<file path="src/rtl/pic_fetch_seq.sv">
// Fetch/sequencing stage for a 12-bit-opcode PIC core: PC, 2-level call stack, IR.
// Optional stack depth checking with sticky stk_err is enabled by defining FETCH_STACK_CHK_EN.
module pic_fetch_seq #(
  parameter int              PC_W      = 8,
  parameter logic [PC_W-1:0] RESET_VEC = PC_W'(8'hFF)
) (
  input  logic            clk,
  input  logic            rst,
  output logic [PC_W-1:0] imem_addr,
  input  logic [11:0]     imem_data,
  input  logic            stall,
  input  logic            skip,
  output logic [11:0]     opcode,
  output logic            op_valid
`ifdef FETCH_STACK_CHK_EN
  ,
  output logic            stk_err
`endif
);

  typedef enum logic [2:0] {
    ACT_FETCH,
    ACT_GOTO,
    ACT_CALL,
    ACT_RET,
    ACT_SKIP
  } act_e;

  logic [PC_W-1:0] pc, s0, s1;
  logic [11:0]     ir;
  logic            vld;
  act_e            act;
  logic [PC_W-1:0] pc_inc, goto_tgt, call_tgt;

`ifdef FETCH_STACK_CHK_EN
  logic [1:0] depth;
`endif

  assign pc_inc   = pc + PC_W'(1);
  assign goto_tgt = PC_W'(ir[8:0]);
  assign call_tgt = PC_W'(ir[7:0]);

  // Branches outrank skip; a bubble (vld=0) can neither branch nor skip.
  always_comb begin
    act = ACT_FETCH;
    if (vld) begin
      if (ir[11:9] == 3'b101)      act = ACT_GOTO;
      else if (ir[11:8] == 4'b1001) act = ACT_CALL;
      else if (ir[11:8] == 4'b1000) act = ACT_RET;
      else if (skip)                act = ACT_SKIP;
    end
  end

  // NOTE: sequential state uses non-blocking assignments so every register samples pre-edge values.
  always_ff @(posedge clk or posedge rst) begin
    if (rst) begin
      pc  <= RESET_VEC;
      ir  <= 12'h000;
      vld <= 1'b0;
      s0  <= '0;
      s1  <= '0;
`ifdef FETCH_STACK_CHK_EN
      depth   <= 2'd0;
      stk_err <= 1'b0;
`endif
    end else if (!stall) begin
      unique case (act)
        ACT_GOTO: begin
          pc  <= goto_tgt;
          ir  <= 12'h000;
          vld <= 1'b0;
        end
        ACT_CALL: begin
          s1  <= s0;
          s0  <= pc;
          pc  <= call_tgt;
          ir  <= 12'h000;
          vld <= 1'b0;
`ifdef FETCH_STACK_CHK_EN
          if (depth == 2'd2) stk_err <= 1'b1;
          else               depth   <= depth + 2'd1;
`endif
        end
        ACT_RET: begin
          pc  <= s0;
          s0  <= s1;
          ir  <= 12'h000;
          vld <= 1'b0;
`ifdef FETCH_STACK_CHK_EN
          if (depth == 2'd0) stk_err <= 1'b1;
          else               depth   <= depth - 2'd1;
`endif
        end
        ACT_SKIP: begin
          pc  <= pc_inc;
          ir  <= 12'h000;
          vld <= 1'b0;
        end
        ACT_FETCH: begin
          pc  <= pc_inc;
          ir  <= imem_data;
          vld <= 1'b1;
        end
      endcase
    end
  end

  assign imem_addr = pc;
  assign opcode    = ir;
  assign op_valid  = vld;

endmodule

</file>
<file path="config.mk">
export PLATFORM = sky130hd
export DESIGN_NAME = pic_fetch_seq
export DESIGN_NICKNAME = d
export VERILOG_FILES = /design/src/rtl/pic_fetch_seq.sv
export SDC_FILE = /design/constraint.sdc
export NUM_CORES = 1
export LEC_CHECK = 0
export BUFFER_PORTS_ARGS = -buffer_cell sky130_fd_sc_hd__buf_2
export CAP_MARGIN = 10
export CORE_MARGIN = 1
export CORE_UTILIZATION = 55
export DETAILED_ROUTE_END_ITERATION = 16
export GPL_TIMING_DRIVEN = 0
export HOLD_SLACK_MARGIN = 0.1
export PLACE_DENSITY_LB_ADDON = 0.15
export SETUP_SLACK_MARGIN = 0.2
export SYNTH_ARGS = -nofsm -noshare
export SYNTH_HDL_FRONTEND = slang
export SYNTH_SLANG_ARGS = --single-unit
</file>
<file path="constraint.sdc">
create_clock -name clk -period 3.71 [get_ports clk]
set_input_delay 0.742 -clock clk [delete_from_list [all_inputs] [get_ports clk]]
set_output_delay 0.742 -clock clk [all_outputs]
set_load 0.02 [all_outputs]
</file>
# After elaboration in Yosys (flattened, before gate mapping)

Index checks and enable logic that the tools add are counted.

$add $sub $neg: 1
Eq/ne operators: 7
Muxes and demuxes: 9
Bitwise operators: 1
Reductions and logical operators: 7

Operator list:

| operator              | count |
|---|---|
| $pmux W12 S2          | 1 |
| $pmux W8 S3           | 1 |
| $pmux W8 S2           | 1 |
| $mux W3               | 5 |
| $add A8 B1 Y8 const B | 1 |
| $eq A4 B4 Y1 const B  | 2 |
| $eq A3 B2 Y1 const B  | 2 |
| $eq A3 B3 Y1 const B  | 2 |
| $reduce_and A2 Y1     | 2 |
| $reduce_or A2 Y1      | 2 |
| $reduce_or A4 Y1      | 1 |
| $eq A3 B1 Y1 const B  | 1 |
| $logic_not A3 Y1      | 1 |
| $pmux W1 S2           | 1 |
| $reduce_bool A2 Y1    | 1 |
| $not A1 Y1            | 1 |

Register bits: 37
Bits of input ports: 16
Output and inout bits: 21

# Depth between registers and ports, before layout

Word-level depth: 8
Mapped depth: 5
Gate-level depth less buffers: 4

# Worst setup path before layout

Ideal clock, no wire load.

Path kind: input port to flip-flop
From: in stall
To: reg s1[0]
Setup time: 0.125 ns
Arrival time: 1.606 ns
Path slack: 1.980 ns
Stages: 4
Path through: buf_2 -> nor2_2 -> nand3_2 -> mux2_2

Cells in the longest elaborated chain, start to end: 2

Ends and longest elaborated chain:

| element                     | line | source |
|---|---|---|
| start: declaration          | 11   | `input logic stall,` |
| $not A1 Y1 (no line)        | --   |  |
| $reduce_and A2 Y1 (no line) | --   |  |
| end signal: assignment      | 61   | `s1 <= '0;` |
| end signal: assignment      | 74   | `s1 <= s0;` |
| end: declaration            | 29   | `logic [PC_W-1:0] pc, s0, s1;` |

Every way passes these cells.
A chain may end at the register's enable or synchronous reset.

# Worst setup path after layout

From: reg pc[2], in the netlist imem_addr[2]
To: out imem_addr[2]

RTL lines:

| element                  | line | source |
|---|---|---|
| start: declaration       | 29   |  |
| start signal: assignment | 69   | `pc <= goto_tgt;` |
| start signal: assignment | 76   | `pc <= call_tgt;` |
| start signal: assignment | 95   | `pc <= pc_inc;` |
| end: declaration         | 9    | `output logic [PC_W-1:0] imem_addr,` |

No word-level cell between the ends.

==> metrics.txt <==
status completed; initial antenna violation count 0; Detailed Route WL 4570 um; clk sinks 37; Initial Utilization 0.594; Comb power frac 0.313; area occupied by multi-input gates 812 um2; flop-to-flop setup slack 1980 ps; yosys warns 0; top-area cell type share of the netlist area 0.387; worst-skew pair later-pin latency around 350 ps; vias in the first global route 1,485; Final Max Tran Viols 0; top cell type by total area after synthesis dfrtp_1; cells after synthesis between 150 and 200; global-route usage over all layers 0.286; root buf cell clkbuf_4; CTS tree built; number of nets with antenna violations after routing 0; Max Cap Violations 0; Clock power frac 0.207; Die Span X 60.4 um; setup ws final about 1800 ps; dpl ws 1630 ps; startpoint types flip-flop; first-pass GRT wire length between 7000 and 8000 um; worst path bufs/invs 1; CP arrival roughly 1200 ps; Worst Reg-to-Reg Cells 4; initial DRC count 79; io pins 37; Yosys cell types 40; switching fraction of total power 0.359; n_diodes 0; Int Power 0.000919 W; setup total negative slack 0 ps; Syn Nets between 150 and 200; worst setup path category flip-flop to output port; static leakage 1.06 nW; Post-synth top cells 29 x dfrtp_1, 17 x nand2_1, 16 x inv_1; unrepaired setup endpoints after global routing no; Max clock buf depth 2; wire length per cell 17.1 um; Final Hold Violating Endpoints 0; TritonRoute pass-1 iters 4; Final setup viols 0; setup repair bufs after CTS 0; Final nets 240; Setup Skew 16.0 ps; Port Buffers 35; hold_buf cts 0; clock buffer count from CTS 5; Worst EP required a little under 3000 ps; Seq/Total Area, Yosys 0.499; async set or reset register ratio after synthesis 1.00; total grt overflow 0; largest net degree at the start of global routing 22; Max stage delay cell, worst path dfstp_2; crit path cell chain buf_2; peak supply drop ~0.36 mV; Max Fclk between 0.5 and 0.6 GHz; min-delay worst type input port to asynchronous set/reset pin; row count 20; H-tree depth 2; worst r2r src opcode[9]; GP Congestion just under 0.9; Slew HR 0.511; EDFF count, synth 0; switching power 0.000516 W; layout cells sized above 1 0.335; DR vias roughly 1,600; CTS-repair resized insts 0; most frequent cell after synthesis dfrtp_1; minimum clock period after layout 1910 ps; worst stage delay on the critical path ~630 ps; PD cells approximately 650 nW/um2; die height roughly 60 um; area added between synthesis and finish 18.3%; Post-DP HPWL roughly 3300 um; r2r endpoint s1[0]; Worst-Margin Slew roughly 730 ps; period utilization 0.515; crit-path leading delay family flip-flops; synthesized cell area between 1500 and 2000 um2; Avg Inst Size Synth roughly 10 um2; Flop pwr share 0.481; Vias/cell 6.07; top_reg_cell synth dfrtp_1; Crit Path Max Fanout 8; Register Area about 940 um2; die area roughly 3600 um2; Core Footprint ~3200 um2; filler instances roughly 260; DRC viols 0; origin of the worst setup path imem_addr[2]; Seq cells post-synth 37; CP endpoint kind output port; Clock transition at path regs between 100 and 150 ps; top cells by area, synth dfrtp_1 39%, dfstp_2 11%, mux2_2 6.0%
-- cells by family (layout without fill, tap and decap cells) --
logic type               Yosys count  count (layout)  synth area share
AND/OR/NAND/NOR                   45              45             0.134
buffers and inverters             29              73            0.0674
multiplexers                      20              20             0.113
AO/OA/AOI/OAI                     48              48             0.180
adder cells (fa/ha/maj)            1               1           0.00667
flip-flops                        37              37             0.499
-- how the worst max path moves through the flow --
stage              endpoint  slack (ps)  cells after the start
2_1_floorplan         s1[0]        1980                      4
3_3_place_gp          s1[0]        1690                      4
3_5_place_dp          s1[0]        1630                      4
4_1_cts        imem_addr[2]        1810                      1
5_1_grt        imem_addr[2]        1770                      1
6_report       imem_addr[2]        1800                      1
-- placed cells by master, fill, tap and decap left out, types with 5 or more instances in the layout --
| cell type | n |
|---|---|
| mux2_2 | 10 |
| a21oi_1 | 8 |
| o211ai_1 | 5 |
| clkbuf_4 | 5 |
| buf_2 | 43 |
| mux2i_1 | 10 |
| a31oi_1 | 8 |
| dfrtp_1 | 29 |
| inv_1 | 16 |
| nand2_1 | 17 |
| dfstp_2 | 8 |
| o31ai_1 | 13 |
-- power groups by stage --
| stage | logic, W | clock network [W] | registers (W) |
|---|---|---|---|
| floorplan | 0.000269 | 0 | 0.000716 |
| global placement | 0.000423 | 0 | 0.000681 |
| detailed placement | 0.000445 | 0 | 0.000694 |
| CTS | 0.000450 | 0.000297 | 0.000686 |
| global route | 0.000498 | 0.000317 | 0.000707 |
| finish | 0.000449 | 0.000297 | 0.000690 |
-- metrics by stage --
step | area (um2) | hold WS (ps) | total power [W] | utilization | std cells
floorplan | 1870 | 479 | 0.000985 | - | 180
global placement | 2100 | 486 | 0.00110 | 0.667 | 259
detailed placement | 2130 | 494 | 0.00114 | 0.676 | 260
CTS | 2220 | 520 | 0.00143 | 0.703 | 268
global route | 2220 | 534 | 0.00152 | 0.703 | 268
finish | 2220 | 501 | 0.00144 | 0.703 | 268
-- area by class of cell --
cell class / instances / area share
buffer: 13 / 0.0299
clock buffer: 7 / 0.0248
clock inverter: 1 / 0.0135
inverter: 16 / 0.0271
multi-input combinational: 114 / 0.366
sequential: 37 / 0.422
tap: 44 / 0.0248
timing repair buffer: 36 / 0.0914
-- flip-flops by register name, indices dropped and copies added (netlist names) --
name,cells
opcode,12
s0,8
imem_addr,8
op_valid,1
s1,8
-- metal layers --
| layer | vias to the layer above | GRT usage | wire, um |
|---|---|---|---|
| li1 | 750 | - | - |
| met1 | 776 | 0.411 | 1940 |
| met2 | 86 | 0.418 | 2110 |
| met3 | 14 | 0.0490 | 403 |
| met4 | 0 | 0.146 | 117 |
| met5 | - | 0 | 0 |
(Power assumes the default switching activity.)
